## src/rtl/scalar_writeback_unit.sv

```systemverilog
// Scalar register-file writeback unit: arbitrates ALU and load results into an
// in-order queue, drains one entry per cycle to the RF write port, and tracks pending registers.
module scalar_writeback_unit #(
  parameter int BIT_NUMBER      = 32,
  parameter int ADDR_NUMBER     = 5,
  parameter int REGISTER_NUMBER = 16,
  parameter int FIFO_DEPTH      = 4
) (
  input  logic                       clk,
  input  logic                       reset,
  input  logic                       alu_valid,
  output logic                       alu_ready,
  input  logic [ADDR_NUMBER-1:0]     alu_dest,
  input  logic [BIT_NUMBER-1:0]      alu_data,
  input  logic                       mem_valid,
  output logic                       mem_ready,
  input  logic [ADDR_NUMBER-1:0]     mem_dest,
  input  logic [BIT_NUMBER-1:0]      mem_data,
  input  logic                       wb_hold,
  output logic                       rf_write_enable,
  output logic [ADDR_NUMBER-1:0]     rf_dest_addr,
  output logic [BIT_NUMBER-1:0]      rf_write_data,
  output logic [REGISTER_NUMBER-1:0] pending_mask,
  output logic                       addr_error
);

  localparam int PW = (FIFO_DEPTH > 1) ? $clog2(FIFO_DEPTH) : 1;
  localparam int CW = $clog2(FIFO_DEPTH + 1);
  localparam logic [CW-1:0] DEPTH_C = CW'(FIFO_DEPTH);

  logic [ADDR_NUMBER-1:0] q_dest [FIFO_DEPTH];
  logic [BIT_NUMBER-1:0]  q_data [FIFO_DEPTH];
  logic [PW-1:0]          rd_ptr;
  logic [PW-1:0]          wr_ptr;
  logic [CW-1:0]          count;
  logic [CW-1:0]          outstanding [REGISTER_NUMBER];
  logic                   last_grant_mem;

  logic                   grant_alu;
  logic                   grant_mem;
  logic                   not_full;
  logic                   accept;
  logic                   in_range;
  logic                   push;
  logic                   pop;
  logic [ADDR_NUMBER-1:0] sel_dest;
  logic [BIT_NUMBER-1:0]  sel_data;
  logic [ADDR_NUMBER-1:0] head_dest;
  logic [REGISTER_NUMBER-1:0] inc_vec;
  logic [REGISTER_NUMBER-1:0] dec_vec;

  // Arbitration and acceptance: ready uses the pre-pop count, so a full queue
  // never admits a same-cycle push even while it drains.
  always_comb begin
    grant_alu = alu_valid && (!mem_valid || last_grant_mem);
    grant_mem = mem_valid && (!alu_valid || !last_grant_mem);
    not_full  = (count < DEPTH_C);
    alu_ready = !reset && not_full && grant_alu;
    mem_ready = !reset && not_full && grant_mem;
    accept    = alu_ready || mem_ready;
    sel_dest  = grant_alu ? alu_dest : mem_dest;
    sel_data  = grant_alu ? alu_data : mem_data;
    in_range  = (int'(sel_dest) < REGISTER_NUMBER);
    push      = accept && in_range;
    pop       = !reset && (count != '0) && !wb_hold;
    head_dest = q_dest[rd_ptr];
  end

  always_comb begin
    inc_vec      = '0;
    dec_vec      = '0;
    pending_mask = '0;
    for (int r = 0; r < REGISTER_NUMBER; r++) begin
      inc_vec[r]      = push && (int'(sel_dest) == r);
      dec_vec[r]      = pop && (int'(head_dest) == r);
      pending_mask[r] = (outstanding[r] != '0);
    end
  end

  // Queue storage carries no reset; validity is tracked by count and pointers.
  always_ff @(posedge clk) begin
    if (push) begin
      q_dest[wr_ptr] <= sel_dest;
      q_data[wr_ptr] <= sel_data;
    end
  end

  always_ff @(posedge clk) begin
    if (reset) begin
      rd_ptr          <= '0;
      wr_ptr          <= '0;
      count           <= '0;
      last_grant_mem  <= 1'b1;
      rf_write_enable <= 1'b0;
      rf_dest_addr    <= '0;
      rf_write_data   <= '0;
      addr_error      <= 1'b0;
    end else begin
      if (push)
        wr_ptr <= wr_ptr + PW'(1);
      if (pop)
        rd_ptr <= rd_ptr + PW'(1);
      case ({push, pop})
        2'b10:   count <= count + CW'(1);
        2'b01:   count <= count - CW'(1);
        default: count <= count;
      endcase
      // Round-robin state only moves on an actual two-way contention.
      if (alu_valid && mem_valid && accept)
        last_grant_mem <= grant_mem;
      addr_error      <= accept && !in_range;
      rf_write_enable <= pop;
      if (pop) begin
        rf_dest_addr  <= head_dest;
        rf_write_data <= q_data[rd_ptr];
      end
    end
  end

  always_ff @(posedge clk) begin
    for (int r = 0; r < REGISTER_NUMBER; r++) begin
      if (reset)
        outstanding[r] <= '0;
      else if (inc_vec[r] && !dec_vec[r])
        outstanding[r] <= outstanding[r] + CW'(1);
      else if (dec_vec[r] && !inc_vec[r])
        outstanding[r] <= outstanding[r] - CW'(1);
    end
  end

endmodule
```

## config.mk

```make
export PLATFORM = sky130hd
export DESIGN_NAME = scalar_writeback_unit
export DESIGN_NICKNAME = d
export VERILOG_FILES = /design/src/rtl/scalar_writeback_unit.sv
export SDC_FILE = /design/constraint.sdc
export NUM_CORES = 1
export LEC_CHECK = 0
export CORE_MARGIN = 2
export CORE_UTILIZATION = 55
export DETAILED_ROUTE_END_ITERATION = 7
export GPL_TIMING_DRIVEN = 0
export PLACE_DENSITY = 0.84
export SLEW_MARGIN = 20
export SYNTH_ARGS = -nofsm -noshare
export SYNTH_HDL_FRONTEND = slang
export SYNTH_SLANG_ARGS = --single-unit
```

## constraint.sdc

```tcl
create_clock -name clk -period 4.95 [get_ports clk]
set_input_delay 1.485 -clock clk [delete_from_list [all_inputs] [get_ports clk]]
set_output_delay 1.485 -clock clk [all_outputs]
set_load 0.005 [all_outputs]
```

Yosys cells after proc, flatten, opt, wreduce, memory -nomap -nowiden
Memories as Yosys holds them, arrays and structs flattened. A register that Yosys moved wholly into a read port is not among the register bits.
Cells that the tools add are included.
- bits in registers: 15
- bits in latches: 0
- RAM bits: 196
- bits in read-only memories: 0
- input port bits: 79
- output and inout port bits: 57
- logic and storage cells: 401
- memories: 3
- memories (name ; words ; width ; rd ports ; clocked after memory_dff ; wr ports ; RTL line ; source):
    q_data ; 4 ; 32 ; 1 ; 1 ; 1 ; 32 ; logic [BIT_NUMBER-1:0] q_data [FIFO_DEPTH];
    outstanding ; 16 ; 3 ; 16 ; 0 ; 16 ; 36 ; logic [CW-1:0] outstanding [REGISTER_NUMBER];
    q_dest ; 4 ; 5 ; 1 ; 1 ; 1 ; 31 ; logic [ADDR_NUMBER-1:0] q_dest [FIFO_DEPTH];
- add/sub/neg operators: 36
- multiply operators: 0
- divide/modulo/power cells: 0
- magnitude comparators: 2
- equality and inequality tests: 32
- shift-type cells: 0
- mux-type cells: 153
- bitwise gates (word level): 32
- reduce and logical (&&, ||, !) cells: 136
- operators by type and width (operator ; count):
    $mux W1 ; 116
    $mux W3 ; 32
    $eq A5 B5 Y1 const B ; 16
    $logic_and A1 B1 Y1 ; 75
    $add A3 B1 Y3 const B ; 17
    $reduce_bool A3 Y1 ; 17
    $sub A3 B1 Y3 const B ; 17
    $eq A5 B4 Y1 const B ; 8
    $logic_not A1 Y1 ; 38
    $mux W32 ; 1
    $or A1 B1 Y1 ; 32
    $eq A5 B3 Y1 const B ; 4
    $eq A5 B2 Y1 const B ; 2
    $logic_not A5 Y1 ; 2
    $pmux W3 S2 ; 1
    $lt A5 B5 Y1 const B ; 1
    $mux W5 ; 1
    $add A2 B1 Y2 const B ; 2
    $mux W2 ; 2
    $logic_or A1 B1 Y1 ; 3
    $lt A3 B3 Y1 const B ; 1
    $eq A2 B1 Y1 const B ; 1
    $eq A2 B2 Y1 const B ; 1
    $reduce_bool A2 Y1 ; 1

Logic depth before layout (Yosys ltp)
Gate-level depths: netlist of run 1.
- word-level depth: 14
- mapped depth: 11
- depth with buffers taken out: 9

Worst setup path after synthesis of run 1
No wires, ideal clock.
- path kind: input -> register
- start: input alu_valid
- end: memory q_data[0][0], enable pin
- data arrival time: 3.924 ns
- data required time: 4.519 ns
- path slack: 0.595 ns
- cell stages on the path: 4
- buffers on the path: 1
- cell sequence: clkbuf_1 o21ai_1 nand3b_1 nor2_1
- cells in the longest elaborated chain, start to end: 8
- ends and longest elaborated chain (item ; RTL line ; source):
    start, declared ; 11 ; input logic alu_valid,
    parallel branches: the longest is 5 deep, another holds $lt A5 B5 Y1 ; n/a ;
    $logic_and A1 B1 Y1 (*) ; 64 ; push = accept && in_range;
    $mux W1 (*) ; 82 ; if (push) begin
    $mux W1 (not written as such) (*) ; 84 ; q_data[wr_ptr] <= sel_data;
    end, declared ; 32 ;
Mark *: on every way between the ends.

Worst setup path after layout of run 1
- start: input reset
- end: output mem_ready
- cells in the longest elaborated chain, start to end: 3
- ends and longest elaborated chain (item ; RTL line ; source):
    start, declared ; 10 ; input logic reset,
    $logic_not A1 Y1 ; 59 ; mem_ready = !reset && not_full && grant_mem;
    $logic_and A1 B1 Y1 (2 in series) ; 59 ;
    end, declared ; 16 ; output logic mem_ready,
Every way passes these cells.

==> impl_metrics.ini, run 1 <==
[clock_network]
cts_buffer_depth = 3
cts.sinks = 245
hold_buffers = 0
clk_latency_ps = 540
numCtsBuffers = 25
cts.reportedPaths.clkPinSlew_ps = 60
root_buffer = clkbuf_16
cts_tree = done
cts_max_level = 1

[timing]
fin_skew_ps = 15.5
finalCriticalPeriod_ps = 4810
setup_slack_ps = 145
relSlewSlack_pct = 41.4
fin_crit_sh_pct = 97.1
maxSlewViolCount = 0
rsz0062_at_grt = no
finalHoldViolations = 0
clock.fmax_ghz = 0.208
tightest_slew_ps = 876
holdWs_ps = 457
finalSetupViolations = 0

[critical_path]
path_max_fanout = 10
r2r_slack_ps = 1870
endpoint_kind = output port
worstSetupPathType = in -> out
cp.arrival_ps = 3320
worstPathRequired_ps = 3460
crit_path_start_kind = primary input

[route]
routed_wl_um = 26400
drc = 0
drt_iter0_markers = 724
vias = 7956
avgRoutedWirePerCell_um = 19.3
ant_nets = 0
via_per_inst = 5.83
drt_first_pass_iters = 5

[final_layout]
diodes = 0
final-instance-count-excl-fill = 1365
area_delta_synth_final_pct = 23.5
fin_util_pct = 68.8
num-fill-cells = 1397
drive_above_1_share_pct = 13.0
fin_nets = 1202

[power]
total_power_uw = 4970
power_density_nw_per_um2 = 346
p_leak_uw = 0.00512
peakVddDrop_uv = 307

[synthesis]
synth_async_sr_flop_share_pct = 0
yosys_register_bits = 245
ys.flop_type = edfxtp_1
syn_area_per_cell_um2 = 12.9
synthCells = 905
synth_commonest_cells = edfxtp_1, nand2_1, nand3_1
synth_top_area_cell = edfxtp_1
synth_nets = 1036
synth_edf_count = 196
yosys_warnings = 0
netlist_area_um2 = 11600
synth.area.top_cells = edfxtp_1, dfxtp_1, mux4_2, ha_1, nand3_1
synth.most_common_cell = edfxtp_1
synth.distinct_cells = 51
synth.top_cell.area_share_pct = 50.6
yosysSeqAreaShare_pct = 59.0

[outcome]
status = finished clean

[placement]
dpl.hpwl_um = 17900
routabilityCongestion = 0.882
place_ws_ps = -107
placed_cells = 1319
io_buffers = 135

[global_routing]
grt_pass1_vias = 8091
grt_max_degree = 24
use_met1_pct = 30.3
use_met2_pct = 41.3
track_usage_pct = 24.0
grt-busiest-layer = met2
use_met3_pct = 4.33
antenna_found_initial = 0
grt_pass1_wl_um = 41800
grt_overflow = 0

[run]
max_cap_violations = 0

[floorplan]
num_rows = 53
ios = 136
coreArea_um2 = 20900
die_h_um = 149
die_width_um = 149
dieArea_um2 = 22300
start_util_pct = 55.7

[hold_path]
worstHoldPathType = reg -> reg
==> layout make-up <==
class	instances	area (um^2)	share of cell area, %
clock inverter	17	245	1.71
clock buffer	29	661	4.60
multi-input combinational	574	4480	31.2
timing repair buffer	139	1450	10.1
buffer	33	134	0.931
inverter	53	199	1.38
tap	275	344	2.39
sequential	245	6870	47.8
==> cells by family after synthesis <==
| logic type | after synthesis | share of synthesized area (%) |
|---|---|---|
| AND/OR/NAND/NOR | 355 | 16.0 |
| adder cells (fa/ha/maj) | 52 | 5.72 |
| XOR/XNOR | 10 | 0.752 |
| AO/OA/AOI/OAI | 79 | 4.63 |
| buffers and inverters | 86 | 2.84 |
| flip-flops | 245 | 59.0 |
| multiplexers | 78 | 11.1 |
==> power breakdown <==
| part | switching (uW) | internal [uW] | total, uW |
|---|---|---|---|
| Clock | 820 | 1230 | 2050 |
| Sequential | 48.4 | 2330 | 2370 |
| Combinational | 280 | 269 | 550 |
==> registers in the layout, indices dropped and copies added (netlist names), named ones only <==
name,flops
q_data,128
outstanding,48
rf_write_data,32
q_dest,20
rf_dest_addr,5
count,3
rd_ptr,2
wr_ptr,2
addr_error,1
last_grant_mem,1
rf_write_enable,1
==> worst max-delay path: stages <==
cell and delay [ps]:
clkdlybuf4s50_1 490, nor2_1 220, nand3_1 210, clkbuf_1 270
inv_1 130, clkdlybuf4s50_1 500
==> metrics by stage <==
stage                     cell area (um^2)  setup TNS (ps)
after floorplan                      11600               0
after global placement               13300         -202530
after detailed placement             13500            -107
after CTS                            14400               0
after global routing                 14400               0
final                                14400               0
==> routing by layer <==
metal	part of all wire [%]	routed length [um]
met3	7.1	1880
met2	50	13200
met5	0	0
met4	3.5	913
met1	40	10500
==> placed cells by master (no fill, tap or decap), drive strengths merged, types with 7 or more instances in the layout <==
cell / synthesis / layout
inv: 52 / 54
clkinv: 1 / 7
a211o: 9 / 9
or2: 10 / 10
clkbuf: 25 / 53
nand2b: 36 / 36
mux2: 36 / 36
ha: 50 / 50
mux4: 37 / 37
o21ai: 13 / 13
o211ai: 12 / 12
edfxtp: 196 / 196
nand3: 89 / 89
nor3: 9 / 9
buf: 8 / 13
clkdlybuf4s50: 0 / 135
a21oi: 19 / 19
nand4b: 18 / 18
nor2: 26 / 26
nand4: 9 / 9
dfxtp: 49 / 49
nand2: 111 / 111
nor2b: 18 / 18
==> final timing paths <==
path / start / cells after the start / to
max reg2reg: count[2] / 11 / count[2]
min reg2reg: rf_write_data[25] / 2 / rf_write_data[25]
max: reset / 6 / mem_ready
min: rf_write_data[25] / 2 / rf_write_data[25]
==> timing repair <==
item,CTS,global route
setup buffers,0,0
resized for setup,1,4
setup endpoints to repair,1,1
endpoints found under the hold margin,0,0
Power figures use the tool's default switching activity.
==> run 2, diff against run 1 <==
--- a/config.mk
+++ b/config.mk
@@ -5,10 +5,10 @@
 export SDC_FILE = /design/constraint.sdc
 export NUM_CORES = 1
 export LEC_CHECK = 0
+export CORE_ASPECT_RATIO = 0.6
 export CORE_MARGIN = 2
 export CORE_UTILIZATION = 55
 export DETAILED_ROUTE_END_ITERATION = 7
-export GPL_TIMING_DRIVEN = 0
 export PLACE_DENSITY = 0.84
 export SLEW_MARGIN = 20
 export SYNTH_ARGS = -nofsm -noshare
==> run 2 against run 1 <==
Compared with the run above: combinational power down 2%; sequential cell count unchanged; wire length down 1.9%; worst setup slack better by 350 ps; worst hold slack worse by 6.0 ps; via count down 0.44%; die area up 0.17%; total power down 5.9%; register-to-register slack about the same; count of clock-buffer cells in the layout down 3; core utilization down 0.95 points; clock skew down 4.4 ps; critical endpoint is now alu_ready; largest cell class unchanged; largest power group unchanged.
==> impl_metrics.ini, run 2 (synthesized netlist as in run 1, its figures left out) <==
[final_layout]
final_common_cell = edfxtp_1
layout_common_cells = edfxtp_1, clkdlybuf4s50_1, nand2_1
multi_input_area_um2 = 4480
fin_nets = 1180
drive_above_1_share_pct = 13.1
num-fill-cells = 1423
area_delta_synth_final_pct = 21.7
largest_register = q_data
final-seq-area_um2 = 6870
diodes = 0
reg.largest.list = q_data x128, outstanding x48, rf_write_data x32
final_area_um2 = 14200
largest_register_ffs = 128

[timing]
rsz0062_at_grt = no
fin_crit_sh_pct = 90.1
finalHoldViolations = 0
finalSetupTns_ps = 0
clock.fmax_ghz = 0.224
finalSetupViolations = 0
relSlewSlack_pct = 34.9
maxSlewViolCount = 0
finalCriticalPeriod_ps = 4460
fin_skew_ps = 11.1
holdWs_ps = 451
tightest_slew_ps = 973

[clock_network]
cts.reportedPaths.clkPinSlew_ps = 60
cts_tree = done
cts_buffer_depth = 3
cts_resized = 0
numCtsBuffers = 23
cts.sinks = 245
clk_latency_ps = 510
hold_buffers = 0
root_buffer = clkbuf_16
cts_max_level = 1
cts_setup_buffers = 0

[route]
ant_nets = 0
drt_first_pass_iters = 7
avgRoutedWirePerCell_um = 19.3
via_per_inst = 5.89
drc = 0
vias = 7921
drt_iter0_markers = 662
routed_wl_um = 25900

[critical_path]
endpoint_kind = output port
cp.arrival_ps = 2970
worstPathRequired_ps = 3460
path_max_fanout = 8
critPathLaunch = mem_valid
r2r-end = outstanding[1][14]
r2r_slack_ps = 1860
crit_path_start_kind = primary input
rr_worst_depth = 5
worstSetupPathType = in -> out

[power]
combPwrFrac_pct = 11.5
p_leak_uw = 0.00505
seqPwrFrac_pct = 50.7
swShare_pct = 22.8
power_switching_uw = 1070
peakVddDrop_uv = 286
clkPwrFrac_pct = 37.7
internal_power_uw = 3620
power_density_nw_per_um2 = 330

[global_routing]
grt_max_degree = 39
antenna_found_initial = 0
grt_pass1_vias = 7552
track_usage_pct = 23.6
grt_pass1_wl_um = 40500
grt_overflow = 0

[hold_path]
holdPathEnd = rf_write_data[0]
holdPathStages = 2
min_from = rf_write_data[0]
worstHoldPathType = reg -> reg

[placement]
dpl.hpwl_um = 18000
io_buffers = 135
placed_area_um2 = 13400
routabilityCongestion = 0.987

[floorplan]
coreArea_um2 = 20900
start_util_pct = 55.7
dieArea_um2 = 22400
die_h_um = 117
num_rows = 41
die_width_um = 192
ios = 136

[run]
max_cap_violations = 0

[outcome]
status = finished clean
[run 2: cell count changes in the layout (fill, tap and decap cells not counted), moves of 3 or more]
cell	before	now
clkinv_1	2	5
clkinv_2	3	6
clkinvlp_4	4	1
buf_4	0	13
clkbuf_1	25	2
buf_2	7	0
[run 2: layout make-up]
class                           instances  area share, %
Timing Repair Buffer                  152           10.8
Clock inverter                         15           1.07
Tap cell                              279           2.46
Multi-Input combinational cell        574           31.6
Sequential cell                       245           48.5
Inverter                               53           1.40
Clock buffer                           26           4.21
[run 2: metal layers]
layer  track usage [%]  routed length [um]
met1              34.3               11600
met2              36.0               11500
met3              5.86                2190
met4              6.05                 630
met5                 0                   0
[run 2: worst max-delay path by stage]
stage | to | slack, ps | depth (start not counted)
finish | alu_ready | 490 | 5
detailed placement | alu_ready | 490 | 5
global route | alu_ready | 390 | 5
global placement | alu_ready | 530 | 5
floorplan | q_data[0][0] | 590 | 4
CTS | alu_ready | 490 | 5
[run 2: metrics by stage]
stage | setup WS [ps] | utilization [%] | total power, uW | instances
after global placement | 529 | 64.3 | 2930 | 1303
after detailed placement | 491 | 64.3 | 2950 | 1303
final | 492 | 67.9 | 4680 | 1344
after global routing | 393 | 67.9 | 4840 | 1344
after CTS | 487 | 67.9 | 4700 | 1344
after floorplan | 595 | - | 2700 | 905
[run 2: critical path, stage by stage]
cell             delay (ps)
clkdlybuf4s50_1         480
nand2b_1                270
nand3_1                 160
inv_1                    90
clkdlybuf4s50_1         500
[run 2: power by group through the flow]
| stage | Combinational, uW | Sequential [uW] | Clock [uW] |
|---|---|---|---|
| global placement | 517 | 2410 | 0 |
| detailed placement | 535 | 2420 | 0 |
| finish | 540 | 2380 | 1770 |
| floorplan | 294 | 2400 | 0 |
| CTS | 540 | 2380 | 1790 |
| global route | 588 | 2390 | 1860 |
